## src/rtl/bit_serial_transmitter.sv

```systemverilog
// Parallel-to-serial operand transmitter: loads a word through a valid/ready
// handshake and emits one bit per enabled cycle, flagging the final bit.
module bit_serial_transmitter #(
  parameter int WIDTH     = 8,
  parameter bit LSB_FIRST = 1'b1
) (
  input  logic             clk,
  input  logic             reset,
  input  logic             load_valid,
  output logic             load_ready,
  input  logic [WIDTH-1:0] load_data,
  input  logic             enable,
  output logic             bit_out,
  output logic             bit_valid,
  output logic             last,
  output logic             busy
);

  localparam int CW = $clog2(WIDTH + 1);
  localparam logic [CW-1:0] LAST_CNT = CW'(WIDTH - 1);

  typedef enum logic {IDLE, SHIFT} state_t;

  state_t           state;
  logic [WIDTH-1:0] shreg;
  logic [CW-1:0]    cnt;

  assign busy      = (state == SHIFT);
  assign bit_valid = busy;
  assign last      = busy && (cnt == LAST_CNT);
  // Shift register is zeroed whenever the state returns to IDLE; the gate keeps
  // bit_out quiet even so.
  assign bit_out   = busy && (LSB_FIRST ? shreg[0] : shreg[WIDTH-1]);
  assign load_ready = !busy || (last && enable);

  always_ff @(posedge clk) begin
    if (!reset) begin
      state <= IDLE;
      shreg <= '0;
      cnt   <= '0;
    end else begin
      case (state)
        IDLE: begin
          if (load_valid) begin
            shreg <= load_data;
            cnt   <= '0;
            state <= SHIFT;
          end
        end
        SHIFT: begin
          if (enable) begin
            if (cnt == LAST_CNT) begin
              // Final bit consumed: chain straight into the next word if offered
              if (load_valid) begin
                shreg <= load_data;
                cnt   <= '0;
              end else begin
                shreg <= '0;
                cnt   <= '0;
                state <= IDLE;
              end
            end else begin
              shreg <= LSB_FIRST ? (shreg >> 1) : (shreg << 1);
              cnt   <= cnt + 1'b1;
            end
          end
        end
        default: begin
          state <= IDLE;
          shreg <= '0;
          cnt   <= '0;
        end
      endcase
    end
  end

endmodule
```

## config.mk

```make
export PLATFORM = sky130hd
export DESIGN_NAME = bit_serial_transmitter
export DESIGN_NICKNAME = d
export VERILOG_FILES = /design/src/rtl/bit_serial_transmitter.sv
export SDC_FILE = /design/constraint.sdc
export NUM_CORES = 1
export LEC_CHECK = 0
export CAP_MARGIN = 10
export CORE_UTILIZATION = 45
export DETAILED_ROUTE_END_ITERATION = 8
export PLACE_DENSITY = 0.8
export SLEW_MARGIN = 20
export SYNTH_ARGS = -nofsm -noshare
export SYNTH_HDL_FRONTEND = slang
export SYNTH_SLANG_ARGS = --single-unit
```

## constraint.sdc

```tcl
create_clock -name clk -period 1.9 [get_ports clk]
set_input_delay 0.38 -clock clk [delete_from_list [all_inputs] [get_ports clk]]
set_output_delay 0.38 -clock clk [all_outputs]
set_load 0.01 [all_outputs]
```

# Word-level counts from Yosys, hierarchy flattened
# Cells that the tools add are included.
dict set report word_totals {
  input_bits 12
  word_cells 27
  reg_bits 13
  out_inout_bits 5
}
dict set report op_classes {
  n_mux 13
  eq_ne 3
  n_addsub 1
  n_reduce_logical 6
  n_bitwise 1
}
# cell count
set op_table {}
lappend op_table {{8-bit two-way mux} 4}
lappend op_table {{8-bit case mux with 2 select lines} 1}
lappend op_table {{4-bit two-way mux} 3}
lappend op_table {{4-bit case mux with 2 select lines} 1}
lappend op_table {{4-bit by 1-bit adder with 4-bit output (second input constant)} 1}
lappend op_table {{4-bit by 3-bit equality test with 1-bit output (second input constant)} 1}
lappend op_table {{2-bit != test (second input constant)} 2}
lappend op_table {{1-bit logical AND} 3}
lappend op_table {{1-bit two-way mux} 3}
lappend op_table {{1-bit case mux with 2 select lines} 1}
lappend op_table {{2-bit AND reduction} 1}
lappend op_table {{1-bit zero test} 1}
lappend op_table {{1-bit logical OR} 1}
lappend op_table {{1-bit inverter} 1}

# Logic depth before layout (Yosys ltp)
dict set report logic_depth {
  depth_word 4
  depth_mapped 5
  ltp_nobuf 4
}

# Worst setup path after synthesis
# No wires, ideal clock.
dict set report synth_timing {
  path_kind {reg2reg}
  from {register cnt[0]}
  to {register cnt[3]}
  setup_time_ps 74
  t_required_ps 1826
  n_path_buf 0
  arrival_time_ps 1353
  slack_ps 472
  synth_period_minus_slack_ps 1428
  stages_incl_launch_ff 5
  path_cell_list {dfxtp_1 > ha_1 > and3b_1 > or4_1 > a31oi_1}
}
dict set report synth_via {
  elab_chain_cells 4
  elab_cells_between_ends 5
  cone_classes {add/sub: 1; eq/ne: 1; mux: 3}
}
# element line_no
set synth_lines {}
lappend synth_lines {{start: declaration} 26} ;# logic [CW-1:0] cnt;
lappend synth_lines {{start signal: assignment} 64} ;# cnt <= cnt + 1'b1;
lappend synth_lines {{4-bit by 1-bit adder with 4-bit output / 4-bit by 3-bit equality test with 1-bit output (equally long branches)} {64, 52}}
lappend synth_lines {{4-bit two-way mux *} 52} ;# if (cnt == LAST_CNT) begin
lappend synth_lines {{4-bit two-way mux *} 51} ;# if (enable) begin
lappend synth_lines {{4-bit case mux with 2 select lines *} 42} ;# case (state)
# Every way passes the cells marked *; elsewhere a longest branch is shown, timed or not. The select of a mux whose other input is x is not followed.
# A chain may end at the register's enable or synchronous reset.

# Final worst setup path
dict set report layout_timing {
  from {register state (netlist: bit_valid)}
  to {output bit_out}
}
dict set report layout_via {
  elab_chain_cells 1
}
# element line_no
set layout_lines {}
lappend layout_lines {{start: declaration} 24} ;# state_t state;
lappend layout_lines {{start signal: assignment} 38} ;# state <= IDLE;
lappend layout_lines {{start signal: assignment} 47} ;# state <= SHIFT;
lappend layout_lines {{start signal: assignment} 60} ;# state <= IDLE;
lappend layout_lines {{1-bit logical AND} 33} ;# assign bit_out = busy && (LSB_FIRST ? shreg[0] : shreg[WIDTH-1]);
lappend layout_lines {{end: declaration} 13} ;# output logic bit_out,
# No other way between the ends.

==> out/results.ini <==
[die]
num_rows=13
core_um2=1320
io_pins=17
die_height_um=39.7
initial_utilization_pct=48.4
die_area_um2=1570
die_w_um=39.7

[routing]
wire_per_inst_um=13.7
totalWireLength_mm=1.57
drt_iter0_markers=9
antenna_left=0
drt-pass1-iter-count=4
route.detailed.drc=0
via_per_inst=5.87
vias=669

[power_and_ir_drop]
p_per_area_nw_per_um2=676
switching_share_pct=26.2
power.leakage_nw=0.333
power.total_uw=585
ir_worst_vdd_mv=0.485
internal_power_uw=432
power.switching_uw=154
p_seq_share_pct=51.6
pwr-share-clk_pct=29.3
power_frac_comb_pct=19.1

[setup_path]
crit_chain=and2_1 -> clkdlybuf4s50_1
slowest_stage=clkdlybuf4s50_1
crit_arrival_ns=1.42
critPathKind=flip-flop to primary output
critPathMaxStageDelay_ns=0.53
reg2reg_depth=4
critPathMaxFanout=7
required_ns=1.52
critPathCaptureType=primary output
cp-start-kind=flip-flop

[worst_hold_path]
hold_depth=2
hp-class=flip-flop to flip-flop

[logic_synthesis]
ys.flop_type=dfxtp_1
synth_fp_nets=92
syn_area_per_cell_um2=8.08
syn_area_um2=638
ys_async_sr_fraction_pct=0
synthCells=79
ys_ff_latch=13
yosysWarnings=0
synth_cell_types=27
synth-edff-count=0
ys_seq_area_share_pct=40.8

[sta]
setup_viol=0
fmax_mhz=556
relSlewSlack_pct=78.9
rsz0062_at_grt=no
fin_skew_ns=0.00461
min_period_over_period_pct=94.6
hold_viol=0
drv_slew=0
min_period_ns=1.80
worst_pin_slew_ns=0.316

[grt]
grt_max_degree=13
grt_pass1_wl_mm=2.29
antenna_found_initial=0
grt_use_total_pct=22.5
grt_pass1_vias=521
grt_overflow=0

[clock_tree]
insertion_delay_ns=0.28
cts_hold_buf=0
path_clk_slew_ns=0.08
cts_buffers=3
htreeDepth=1
clockBufferDepth=2
cts_sinks=13
clockRootBuffer=clkbuf_4
cts_tree=done
postCtsSetupBuffers=0

[finish]
fin_util_pct=65.7
antenna_cells=0
area_growth_pct=35.7
fin_nets=113
drive_gt1_share_pct=15.2

[place]
gp_congestion=0.757
hpwl_mm=1.12
io_buffers=16

[status]
run_status=complete, no violations

[job]
timing.max_cap.violations=0

==> sequential cells by signal, summed over array words and instances, names as in the netlist <==
signal / flops
cnt: 4
shreg: 8
bit_valid: 1
==> layout by cell type (no fill, tap or decap), drive strengths merged, types with 2 or more instances in the layout <==
cell and n:
a21oi 10, a31oi 8, buf 6, clkbuf 4, clkdlybuf4s50 14, dfxtp 13, inv 3, nand2 4
nand3 2, nor2 3, o21a 2, o21ai 14
==> critical path, delay by kind of cell (launching register included) <==
family	cells	cell delay (ns)
buf+inv	1	0.53
flops	1	0.45
simple gates	1	0.17
==> stage by stage <==
| step | std cells | hold slack, ns | setup WS (ns) | cell area, um2 | TNS [ns] |
|---|---|---|---|---|---|
| 3_3_place_gp | 110 | 0.452 | 0.000810 | 833 | 0 |
| 2_1_floorplan | 79 | 0.436 | 0.472 | 638 | 0 |
| 6_report | 114 | 0.474 | 0.102 | 866 | 0 |
| 4_1_cts | 114 | 0.481 | 0.0267 | 865 | 0 |
| 5_1_grt | 114 | 0.499 | 0.0176 | 866 | 0 |
| 3_5_place_dp | 110 | 0.474 | -0.00407 | 833 | -0.00407 |
==> power groups by stage <==
stage               Combinational (mW)  Sequential, mW  Clock [mW]
detailed placement               0.109           0.308           0
finish                           0.112           0.302       0.172
global route                     0.122           0.304       0.182
global placement                 0.108           0.307           0
floorplan                       0.0584           0.304           0
CTS                              0.110           0.302       0.175
==> metal layers <==
metal  global-route usage (%)  vias to the layer above  part of all wire [%]
met5                        0                        -                     0
met4                     12.9                        0                   2.1
met3                     3.41                        5                   4.7
met2                     37.3                       24                    46
met1                     27.0                      310                    47
li1                         -                      330                     -
==> logic make-up after synthesis <==
| family | count (synthesis) | share of synthesized area [%] |
|---|---|---|
| compound gates | 36 | 31.6 |
| simple gates | 18 | 16.1 |
| flops | 13 | 40.8 |
| buf+inv | 9 | 6.27 |
| mux | 2 | 3.33 |
| fa+ha+maj | 1 | 1.96 |
==> worst paths after layout <==
check,startpoint,end,slack (ns)
worst min register to register,cnt[0],cnt[0],0.47
worst max register to register,bit_valid,cnt[3],0.44
worst min-delay path,cnt[0],cnt[0],0.47
worst max-delay path,bit_valid,bit_out,0.10
==> cells in the mapped netlist (2+ instances only) <==
| cell | number | share of area [%] |
|---|---|---|
| o21ai_0 | 14 | 11 |
| dfxtp_1 | 13 | 41 |
| a21oi_1 | 10 | 7.8 |
| a31oi_1 | 8 | 7.8 |
| nand2_1 | 4 | 2.4 |
| clkbuf_1 | 3 | 1.8 |
| nor2_1 | 3 | 1.8 |
| buf_2 | 2 | 1.6 |
| inv_1 | 2 | 1.2 |
| nand3_1 | 2 | 1.6 |
| o21a_1 | 2 | 2.4 |
==> cell type report <==
type,instances,area (um2)
clock buffers,4,26.3
fillers,121,452
inverters,3,11.3
multi-input cells,57,344
flip-flops and latches,13,262
well taps,15,18.8
repair buffers,22,204
==> repair_timing <==
action / CTS / global route
hold endpoints to repair: 0 / 0
gates resized for setup: 5 / 1
pin swaps: 0 / 1
setup endpoints to repair: 2 / 1
Power figures use the tool's default switching activity.
